`config.mk`:
```
export PLATFORM = sky130hd
export DESIGN_NAME = alu_issue_queue
export DESIGN_NICKNAME = d
export VERILOG_FILES = /design/src/rtl/alu_issue_queue.sv
export SDC_FILE = /design/constraint.sdc
export NUM_CORES = 2
export LEC_CHECK = 0
export CELL_PAD_IN_SITES_DETAIL_PLACEMENT = 1
export CELL_PAD_IN_SITES_GLOBAL_PLACEMENT = 2
export CORE_UTILIZATION = 42
export DETAILED_ROUTE_END_ITERATION = 8
export PLACE_DENSITY = 0.85
export REMOVE_ABC_BUFFERS = 1
export SLEW_MARGIN = 20
export SYNTH_ARGS = -nofsm -noshare
export SYNTH_HDL_FRONTEND = slang
export SYNTH_SLANG_ARGS = --single-unit
```
`constraint.sdc`:
```
create_clock -name clk_i -period 48.8 [get_ports clk_i]
set_input_delay 9.76 -clock clk_i [delete_from_list [all_inputs] [get_ports clk_i]]
set_output_delay 9.76 -clock clk_i [all_outputs]
set_load 0.005 [all_outputs]
```
`src/rtl/alu_issue_queue.sv`:
```
// Four-entry ALU reservation station: captures operands from the writeback broadcast and
// issues the lowest-index ready entry each cycle onto registered execute-stage outputs.
module alu_issue_queue #(
  parameter int unsigned Depth = 4
) (
  input  logic        clk_i,
  input  logic        rst_i,
  input  logic        flush_i,
  input  logic        d_valid_i,
  input  logic [5:0]  d_operation_i,
  input  logic [31:0] d_imm_i,
  input  logic [31:0] d_src1_i,
  input  logic [31:0] d_src2_i,
  input  logic [5:0]  d_src1_phy_i,
  input  logic [5:0]  d_src2_phy_i,
  input  logic        d_src1_rdy_i,
  input  logic        d_src2_rdy_i,
  input  logic [5:0]  d_phydst_i,
  input  logic [3:0]  d_commit_window_i,
  input  logic        wb_valid_i,
  input  logic [5:0]  wb_phydst_i,
  input  logic [31:0] wb_result_i,
  output logic        full_o,
  output logic [2:0]  count_o,
  output logic        ex_en_o,
  output logic [5:0]  ex_operation_o,
  output logic [31:0] ex_imm_o,
  output logic [31:0] ex_src1_o,
  output logic [31:0] ex_src2_o,
  output logic [5:0]  ex_phydst_o,
  output logic [3:0]  ex_commit_window_o
);

  localparam int unsigned IdxW = $clog2(Depth);

  logic [Depth-1:0] valid_q, valid_d, rdy1_q, rdy1_d, rdy2_q, rdy2_d;
  logic [5:0]       op_q   [Depth];
  logic [5:0]       op_d   [Depth];
  logic [31:0]      imm_q  [Depth];
  logic [31:0]      imm_d  [Depth];
  logic [31:0]      src1_q [Depth];
  logic [31:0]      src1_d [Depth];
  logic [31:0]      src2_q [Depth];
  logic [31:0]      src2_d [Depth];
  logic [5:0]       tag1_q [Depth];
  logic [5:0]       tag1_d [Depth];
  logic [5:0]       tag2_q [Depth];
  logic [5:0]       tag2_d [Depth];
  logic [5:0]       dst_q  [Depth];
  logic [5:0]       dst_d  [Depth];
  logic [3:0]       cw_q   [Depth];
  logic [3:0]       cw_d   [Depth];

  logic [2:0]  count_q, count_d;
  logic        full_q, full_d;
  logic        ex_en_q, ex_en_d;
  logic [5:0]  ex_op_q, ex_op_d;
  logic [31:0] ex_imm_q, ex_imm_d, ex_src1_q, ex_src1_d, ex_src2_q, ex_src2_d;
  logic [5:0]  ex_dst_q, ex_dst_d;
  logic [3:0]  ex_cw_q, ex_cw_d;

  logic            sel_found, free_found, accept;
  logic [IdxW-1:0] sel_idx, free_idx;

  // Select and free-slot search both look only at registered state, so an entry
  // issued this cycle is not reused until the next one.
  always_comb begin
    sel_found  = 1'b0;
    sel_idx    = '0;
    free_found = 1'b0;
    free_idx   = '0;
    for (int i = 0; i < int'(Depth); i++) begin
      if (!sel_found && valid_q[i] && rdy1_q[i] && rdy2_q[i]) begin
        sel_found = 1'b1;
        sel_idx   = IdxW'(i);
      end
      if (!free_found && !valid_q[i]) begin
        free_found = 1'b1;
        free_idx   = IdxW'(i);
      end
    end
  end

  assign accept = d_valid_i && !full_q && free_found;

  always_comb begin
    valid_d   = valid_q;
    rdy1_d    = rdy1_q;
    rdy2_d    = rdy2_q;
    op_d      = op_q;
    imm_d     = imm_q;
    src1_d    = src1_q;
    src2_d    = src2_q;
    tag1_d    = tag1_q;
    tag2_d    = tag2_q;
    dst_d     = dst_q;
    cw_d      = cw_q;
    ex_en_d   = sel_found;
    ex_op_d   = ex_op_q;
    ex_imm_d  = ex_imm_q;
    ex_src1_d = ex_src1_q;
    ex_src2_d = ex_src2_q;
    ex_dst_d  = ex_dst_q;
    ex_cw_d   = ex_cw_q;

    for (int i = 0; i < int'(Depth); i++) begin
      if (valid_q[i] && wb_valid_i) begin
        if (!rdy1_q[i] && tag1_q[i] == wb_phydst_i) begin
          rdy1_d[i] = 1'b1;
          src1_d[i] = wb_result_i;
        end
        if (!rdy2_q[i] && tag2_q[i] == wb_phydst_i) begin
          rdy2_d[i] = 1'b1;
          src2_d[i] = wb_result_i;
        end
      end
    end

    if (sel_found) begin
      valid_d[sel_idx] = 1'b0;
      ex_op_d          = op_q[sel_idx];
      ex_imm_d         = imm_q[sel_idx];
      ex_src1_d        = src1_q[sel_idx];
      ex_src2_d        = src2_q[sel_idx];
      ex_dst_d         = dst_q[sel_idx];
      ex_cw_d          = cw_q[sel_idx];
    end

    if (accept) begin
      valid_d[free_idx] = 1'b1;
      op_d[free_idx]    = d_operation_i;
      imm_d[free_idx]   = d_imm_i;
      tag1_d[free_idx]  = d_src1_phy_i;
      tag2_d[free_idx]  = d_src2_phy_i;
      dst_d[free_idx]   = d_phydst_i;
      cw_d[free_idx]    = d_commit_window_i;
      rdy1_d[free_idx]  = d_src1_rdy_i;
      src1_d[free_idx]  = d_src1_i;
      rdy2_d[free_idx]  = d_src2_rdy_i;
      src2_d[free_idx]  = d_src2_i;
      if (!d_src1_rdy_i && wb_valid_i && d_src1_phy_i == wb_phydst_i) begin
        rdy1_d[free_idx] = 1'b1;
        src1_d[free_idx] = wb_result_i;
      end
      if (!d_src2_rdy_i && wb_valid_i && d_src2_phy_i == wb_phydst_i) begin
        rdy2_d[free_idx] = 1'b1;
        src2_d[free_idx] = wb_result_i;
      end
    end

    count_d = count_q + {2'b00, accept} - {2'b00, sel_found};
    full_d  = (count_d == 3'd4);

    if (flush_i) begin
      valid_d   = '0;
      count_d   = '0;
      full_d    = 1'b0;
      ex_en_d   = 1'b0;
      ex_op_d   = '0;
      ex_imm_d  = '0;
      ex_src1_d = '0;
      ex_src2_d = '0;
      ex_dst_d  = '0;
      ex_cw_d   = '0;
    end
  end

  always_ff @(posedge clk_i or posedge rst_i) begin
    if (rst_i) begin
      valid_q   <= '0;
      rdy1_q    <= '0;
      rdy2_q    <= '0;
      for (int i = 0; i < int'(Depth); i++) begin
        op_q[i]   <= '0;
        imm_q[i]  <= '0;
        src1_q[i] <= '0;
        src2_q[i] <= '0;
        tag1_q[i] <= '0;
        tag2_q[i] <= '0;
        dst_q[i]  <= '0;
        cw_q[i]   <= '0;
      end
      count_q   <= '0;
      full_q    <= 1'b0;
      ex_en_q   <= 1'b0;
      ex_op_q   <= '0;
      ex_imm_q  <= '0;
      ex_src1_q <= '0;
      ex_src2_q <= '0;
      ex_dst_q  <= '0;
      ex_cw_q   <= '0;
    end else begin
      valid_q   <= valid_d;
      rdy1_q    <= rdy1_d;
      rdy2_q    <= rdy2_d;
      op_q      <= op_d;
      imm_q     <= imm_d;
      src1_q    <= src1_d;
      src2_q    <= src2_d;
      tag1_q    <= tag1_d;
      tag2_q    <= tag2_d;
      dst_q     <= dst_d;
      cw_q      <= cw_d;
      count_q   <= count_d;
      full_q    <= full_d;
      ex_en_q   <= ex_en_d;
      ex_op_q   <= ex_op_d;
      ex_imm_q  <= ex_imm_d;
      ex_src1_q <= ex_src1_d;
      ex_src2_q <= ex_src2_d;
      ex_dst_q  <= ex_dst_d;
      ex_cw_q   <= ex_cw_d;
    end
  end

  assign full_o             = full_q;
  assign count_o            = count_q;
  assign ex_en_o            = ex_en_q;
  assign ex_operation_o     = ex_op_q;
  assign ex_imm_o           = ex_imm_q;
  assign ex_src1_o          = ex_src1_q;
  assign ex_src2_o          = ex_src2_q;
  assign ex_phydst_o        = ex_dst_q;
  assign ex_commit_window_o = ex_cw_q;

endmodule

```
Yosys cells after proc, flatten, opt, wreduce, memory -nomap -nowiden
Cells that the tools add are included.

word-level totals
  bits in registers = 625
  bits of input ports = 169
  output and inout bits = 117
  word-level logic and storage cells = 238

cells by class
  add/subtract/negate cells = 2
  magnitude comparators = 7
  eq/ne operators = 11
  multiplexer cells = 112
  bitwise gates (word level) = 7
  reduce and logical (&&, ||, !) cells = 55

operator list
  kind                                                         count
  two-way mux 32 bit                                           29
  bitwise mux 128 bit                                          5
  two-way mux 128 bit                                          4
  binary-select mux 32 bit (select 2 bit)                      3
  bitwise mux 24 bit                                           4
  demux 32 bit (select 2 bit)                                  1
  equality test 6 bit                                          10
  two-way mux 6 bit                                            9
  two-way mux 4 bit                                            12
  logical AND 1 bit                                            35
  two-way mux 1 bit                                            30
  binary-select mux 6 bit (select 2 bit)                       2
  zero test 1 bit                                              19
  bitwise mux 16 bit                                           1
  demux 6 bit (select 2 bit)                                   1
  OR 4 bit                                                     3
  binary-select mux 4 bit (select 2 bit)                       1
  bitwise mux 4 bit                                            2
  demux 4 bit (select 2 bit)                                   1
  two-way mux 2 bit                                            4
  greater-or-equal comparator 3 bit (second input constant)    2
  less-than comparator 2 x 3 -> 1 bit (second input constant)  2
  NOT 2 -> 3 bit                                               2
  AND 4 bit                                                    1
  9 further kinds                                              11

Logic depth before layout (Yosys ltp)
  depth in word-level cells = 28
  depth in mapped cells = 10

Worst setup path before layout
OpenSTA, ideal clock, no wires.

  kind = input -> register
  start = in d_valid_i
  end = reg full_q (netlist: full_o)
  arrival = 11.423 ns
  data required time = 48.695 ns
  setup slack = 37.271 ns
  stages = 10
  buffers on the path = 0
  cells stage by stage = nand2b_1 a41oi_1 inv_1 ha_1 inv_1 ha_1 inv_1 fa_1 xnor2_1 nor4b_1

between the ends
  longest elaborated chain between the ends = 6

ends and longest elaborated chain
  what                             RTL line  RTL
  from (decl)                      9         input logic d_valid_i,
  logical AND 1 bit (2 in series)  84        assign accept = d_valid_i && !full_q && free_found;
  adder 3 x 1 -> 3 bit             151       count_d = count_q + {2'b00, accept} - {2'b00, sel_found};
  subtractor 3 x 1 -> 3 bit        151
  equality test 3 bit              152       full_d = (count_d == 3'd4);
  two-way mux 1 bit                154       if (flush_i) begin
  via full_d                       55        logic full_q, full_d;
  to (signal assigned)             205       full_q <= full_d;
  to (decl)                        55

The timed path passes the listed nets, and every way through them passes these cells.
A chain may end at the register's enable or synchronous reset.

==> key figures <==
Worst setup path
  • Reg-to-reg slack, setup: ~45000 ps
  • Worst EP required: between 40000 and 50000 ps
  • Crit path kind: in -> async
  • Critical Path AT: between 10000 and 15000 ps
  • Critical Path Fanout Max: around 170
  • Crit path launch type: input port
  • Crit. End Element: asynchronous set/reset pin

CTS
  • CTS tree: yes
  • Clk slew on worst S/H paths: around 60 ps
  • Clk Latency, worst-skew pair: roughly 620 ps
  • Root Buffer: clkbuf_16
  • CTS hold repair buffers: 0
  • H-tree depth: 3
  • CTS max path bufs: 3
  • Post-cts resize count: 0
  • Clock tree sinks: about 630
  • Post-CTS setup buffers: 0
  • CTS Buf Count: 71

Finish
  • Multi-input gate area: between 10000 and 15000 um2
  • Non-Filler Instances: 3800
  • Design area: about 36000 um2
  • Fraction of layout cells with a size suffix above 1: 0.1887
  • Area Growth Syn to Fin: 18.82%
  • Post-layout util: 0.5068
  • Fillers: approximately 7400
  • Final net count: 2962
  • Sequential Area: 15640 um2

STA
  • Fmax: 73.21 MHz
  • Fin Hold WS: 506.9 ps
  • RSZ-0062 raised after global routing: no
  • Final count of negative-setup-slack endpoints: 0
  • Slew at the pin closest to its max-slew limit: about 1200 ps
  • Max Clock Skew: ~22 ps
  • Post-layout minimum cycle time: roughly 14000 ps
  • Setup tns final: 0 ps
  • Slew Limit Fails: 0
  • Fin crit share: 0.2799
  • Relative slew slack: 0.2066
  • Final hold violations: 0

Logic synthesis
  • Top FF cell, synth: dfrtp_1
  • Dominant cell type by area after synthesis: dfrtp_1
  • Syn Inst Count: 2694
  • Top post-synthesis cells by count: dfrtp_1 (625), a21oi_1 (246), mux2_2 (238)
  • Top post-synthesis cells by area: dfrtp_1 (51%), mux2_2 (8.7%), mux2i_1 (4.2%)
  • Most common cell in the synthesized netlist: dfrtp_1
  • Asr flop ratio synth: 1.000
  • YS warnings: 0
  • Sequential area share after synthesis: 0.5103
  • EDFF count, synth: 0
  • Synth top area share: 0.5103
  • Post-synth cell types: 46
  • Mapped Avg Cell Area: about 11 um2
  • Number of synthesized register bits: between 600 and 700
  • Synth Cell Area: approximately 30000 um2

Global routing
  • Pin count of the biggest net entering global routing: approximately 180
  • Initial antenna violation count: 16
  • Vias in the first global route: 27850
  • Total global-route track usage: 0.3048
  • First-pass GRT wire length: ~170 mm
  • Remaining Overflow, GRT: 0

Die
  • Area of the core: about 72000 um2
  • Die ar.: 74050 um2
  • Die Ht: 272.1 um
  • Die Wd: roughly 270 um
  • # rows: between 90 and 100
  • Initial core utilization: 0.4265
  • I/O Pins: between 200 and 300

Power and ir drop
  • IR Drop Worst-Case VDD: 0.03428 mV
  • Leakage: 15.81 nW
  • Pwr dens: 49.59 nW/um2

Place
  • Final HPWL DP: about 62 mm
  • Placed Cells: around 3700
  • Post-DP Area: ~34000 um2
  • Port-buffer cells: roughly 290
  • Placer Congestion: around 0.81

Worst hold path
  • Worst hold path type: reg -> reg

Drt
  • Vias after detailed routing: 25360
  • Initial DRT Pass Iterations: 7
  • Detailed Route WL: ~110 mm
  • ANT nets after route: 0
  • DR DRC count: 0
  • Vias per Instance: ~6.7
  • Avg WL per Cell: around 30 um
  • DRT iter0 DRCs: between 1500 and 2000

Run status
  • Status: finished clean

Run
  • Max Cap Viol: 0
## worst max-delay path, cell delays in order
cell and delay, ps:
clkdlybuf4s50_1 490, inv_8 520, buf_12 690, buf_4 790
buf_4 790, buf_4 860
## metal layers
metal,part of all wire,up-vias,GRT usage
met3,0.075,252,0.06700
met4,0.034,16,0.1251
met5,0.00091,-,0
met2,0.48,1060,0.4981
li1,-,10610,-
met1,0.41,13420,0.3919
## final cells by class
class,instances,share of cell area
clock buffer,101,0.05686
antenna,9,0.0006185
timing repair buffer,331,0.08954
tap,950,0.03264
clock inverter,23,0.009620
inverter,8,0.001031
multi-input combinational,1753,0.3802
sequential,625,0.4295
## through the flow
step	worst slack, ps	power [mW]
finish	35140	1.806
global route	34470	1.887
CTS	34950	1.810
detailed placement	34290	1.242
global placement	34500	1.204
floorplan	21540	1.080
## registers in the layout (all words and copies together), names as in the netlist
name                flops
ex_imm_o               32
dst_q                  24
ex_operation_o          6
ex_phydst_o             6
src1_q                128
op_q                   24
cw_q                   16
ex_src1_o              32
tag2_q                 24
full_o                  1
count_o                 3
ex_src2_o              32
rdy2_q                  4
ex_en_o                 1
src2_q                128
imm_q                 128
valid_q                 4
ex_commit_window_o      4
rdy1_q                  4
tag1_q                 24
## report_power, final
group | internal, mW | leakage, nW | switching [mW]
Clock | 0.334 | 1.20 | 0.227
Combinational | 0.238 | 6.70 | 0.216
Sequential | 0.687 | 7.92 | 0.104
## path summary, 6_finish.rpt
kind | startpoint | end | cells past startpoint
min in group asynchronous | rst_i | ex_src2_o[25] | 2
setup / recovery | rst_i | imm_q[32] | 6
max in group clk_i | wb_phydst_i[1] | src2_q[80] | 7
setup reg to reg | valid_q[0] | tag2_q[0] | 6
hold reg to reg | dst_q[14] | dst_q[14] | 1
hold / removal | dst_q[14] | dst_q[14] | 1
## logic make-up after synthesis
logic type	after synthesis	share of synthesized area
AO/OA/AOI/OAI	924	0.2215
flip-flops	625	0.5103
AND/OR/NAND/NOR	399	0.07626
multiplexers	367	0.1296
buffers and inverters	316	0.04372
XOR/XNOR	60	0.01715
adder cells (fa/ha/maj)	3	0.001470
## layout by cell type, fill, tap and decap left out, types with 9 or more instances in the layout
cell / Yosys / layout
clkbuf_1: 192 / 13
dfrtp_1: 625 / 625
nor3_1: 13 / 13
a21oi_1: 246 / 245
nand2_1: 50 / 42
xor2_1: 32 / 32
or3_1: 128 / 128
diode_2: 0 / 9
o22ai_1: 170 / 170
o21ai_0: 16 / 16
nand4_1: 9 / 9
o211ai_1: 64 / 64
a22oi_1: 106 / 106
clkdlybuf4s50_1: 0 / 284
o221a_1: 20 / 20
mux2_2: 238 / 238
clkbuf_16: 0 / 72
buf_4: 8 / 42
and3_1: 112 / 108
o221ai_1: 64 / 64
clkbuf_8: 0 / 16
mux2i_1: 129 / 129
a22o_1: 106 / 106
xnor2_1: 28 / 28
and2_1: 34 / 34
clkinv_2: 0 / 9
nor2_1: 23 / 21
o221a_2: 109 / 109
Note: power is estimated with default switching activity, not from simulation.
==> RTL edit: new RTL, config.mk and constraints unchanged <==
Set the parameter `Depth` to 2 (it was 4).
--- a/src/rtl/alu_issue_queue.sv
+++ b/src/rtl/alu_issue_queue.sv
@@ -3,3 +3,3 @@
 module alu_issue_queue #(
-  parameter int unsigned Depth = 4
+  parameter int unsigned Depth = 2
 ) (
Formal check against the unedited RTL: not equivalent (Yosys sat finds a counterexample within 4 cycles, from zero or initial values and one cycle with rst_i high).
==> RTL edit against the original RTL <==
  * The run now ends with design-rule violations left
  * Global-route usage shrank 2.3 points
  * Sequential cell count down 254
  * First-iteration DRC count decreased by 56%
  * Utilization rose by 3.2 points
  * Routed wire length decreased by 47%
  * Sequential power shrank 37%
  * Combinational power down 26%
  * Power decreased by 36%
  * Synthesized area is 42% lower
  * Cell area fell by 39%
  * Synthesized cell count fell by 34%
  * Worst setup slack improved by 0.74 ns
  * Largest power group unchanged
  * Highest routed layer unchanged
==> RTL edit: results (changes against the original RTL) <==
- Area post-placement: 0.0207 mm2 (-39%)
- Slew HR: 0.136 (-0.0703)
- H-tree Lvls: 2 (-1)
- Worst skew pair latency: 0.56 ns (-0.06 ns)
- Met2 routed WL: 29.5 mm (-46%)
- Hold Crit Start: imm_q[13]
- Failing checks: design-rule violations
- Synth Area in XOR/XNOR: 0.0179 (+0.000734)
- P_int: 0.768 mW (-39%)
- Highest clock rate: 0.0774 GHz (+5.7%)
- Pin count of the biggest net entering global routing: 228 (+28%)
- Adder-Cell Fraction of Synth Area: 0.00255 (+0.00108)
- Setup crit end: src1_q[29]
- M1 WL: 25.3 mm (-46%)
- Number of remaining DRC errors: 30 (+30)
- Initial antenna violation count: 8 (-8)
- Inst Count DP: 2,466 (-33%)
- Biggest registers after layout: imm_q x64, src1_q x64, src2_q x64
- Placer Congestion: 0.773 (-4.5%)
- Flop2flop setup slack: 44.52 ns (-0.47 ns)
- Fin cells: 2,546 (-33%)
- Worst Setup SP: d_valid_i
- Ranking of synthesized cells by area: dfrtp_1 (53%), mux2i_1 (9.2%), nand2_1 (7.9%), a211oi_1 (4.8%), a21oi_1 (3.7%)
- Crit path DAT: 13.38 ns (-0.89 ns)
- Vias: 14,600 (-42%)
- Post-synthesis compound-gate area fraction: 0.163 (-0.0583)
- CP peak stage delay: 0.82 ns (-0.04 ns)
- Crit-path max FO: 81 (-53%)
- Vias in the first global route: 15,700 (-44%)
- Count of cell types in the netlist: 43 (-6.5%)
- Fin nets: 2,152 (-27%)
- DR WL/cell: 23.5 um (-21%)
- R2r worst-path depth: 7 (+1)
- Status: complete, but fails checks
RTL edit: cell types whose count changed after synthesis, sizes merged, moves of 79 or more:
cell	before	now
a22o	106	1
clkbuf	192	113
o22ai	170	50
o221a	129	33
or3	128	35
mux2	238	0
nand2	50	370
a211oi	6	112
a22oi	106	0
and3	112	0
buf	116	37
a21oi	249	132
dfrtp	625	371
nor2	23	119
RTL edit: metal layers:
layer | up-vias | track usage
li1 | 6604 | -
met1 | 7522 | 0.370
met2 | 366 | 0.472
met3 | 102 | 0.0538
met4 | 10 | 0.0858
met5 | - | 0
RTL edit: worst reg2reg max path, stage by stage, from the launching register on:
cell and delay (ns):
dfrtp_1 0.54, nor2b_4 0.20, buf_4 0.73, and2_4 0.57, buf_4 0.84, buf_4 0.85, a21oi_1 0.22, o22ai_1 0.23
RTL edit: cell type report:
| cell class | instances | area (um2) |
|---|---|---|
| sequential | 371 | 9280 |
| clock buffer | 69 | 1340 |
| tap | 532 | 666 |
| timing repair buffer | 309 | 3060 |
| inverter | 71 | 274 |
| antenna | 3 | 7.51 |
| clock inverter | 7 | 35.0 |
| multi-input combinational | 1184 | 7490 |
| fill | 4477 | 19000 |
RTL edit: power by group through the flow:
stage	sequential (mW)	combinational [mW]	clock (mW)
6_report	0.500	0.335	0.317
3_3_place_gp	0.498	0.322	0
3_5_place_dp	0.503	0.335	0
4_1_cts	0.499	0.338	0.323
5_1_grt	0.513	0.372	0.334
2_1_floorplan	0.483	0.219	0
RTL edit: worst min-delay path by stage:
stage,endpoint,slack [ns],depth (start not counted)
finish,imm_q[13],0.47,2
detailed placement,cw_q[0],0.46,2
floorplan,cw_q[0],0.44,2
global placement,imm_q[11],0.46,2
global route,dst_q[4],0.48,2
CTS,op_q[0],0.48,2
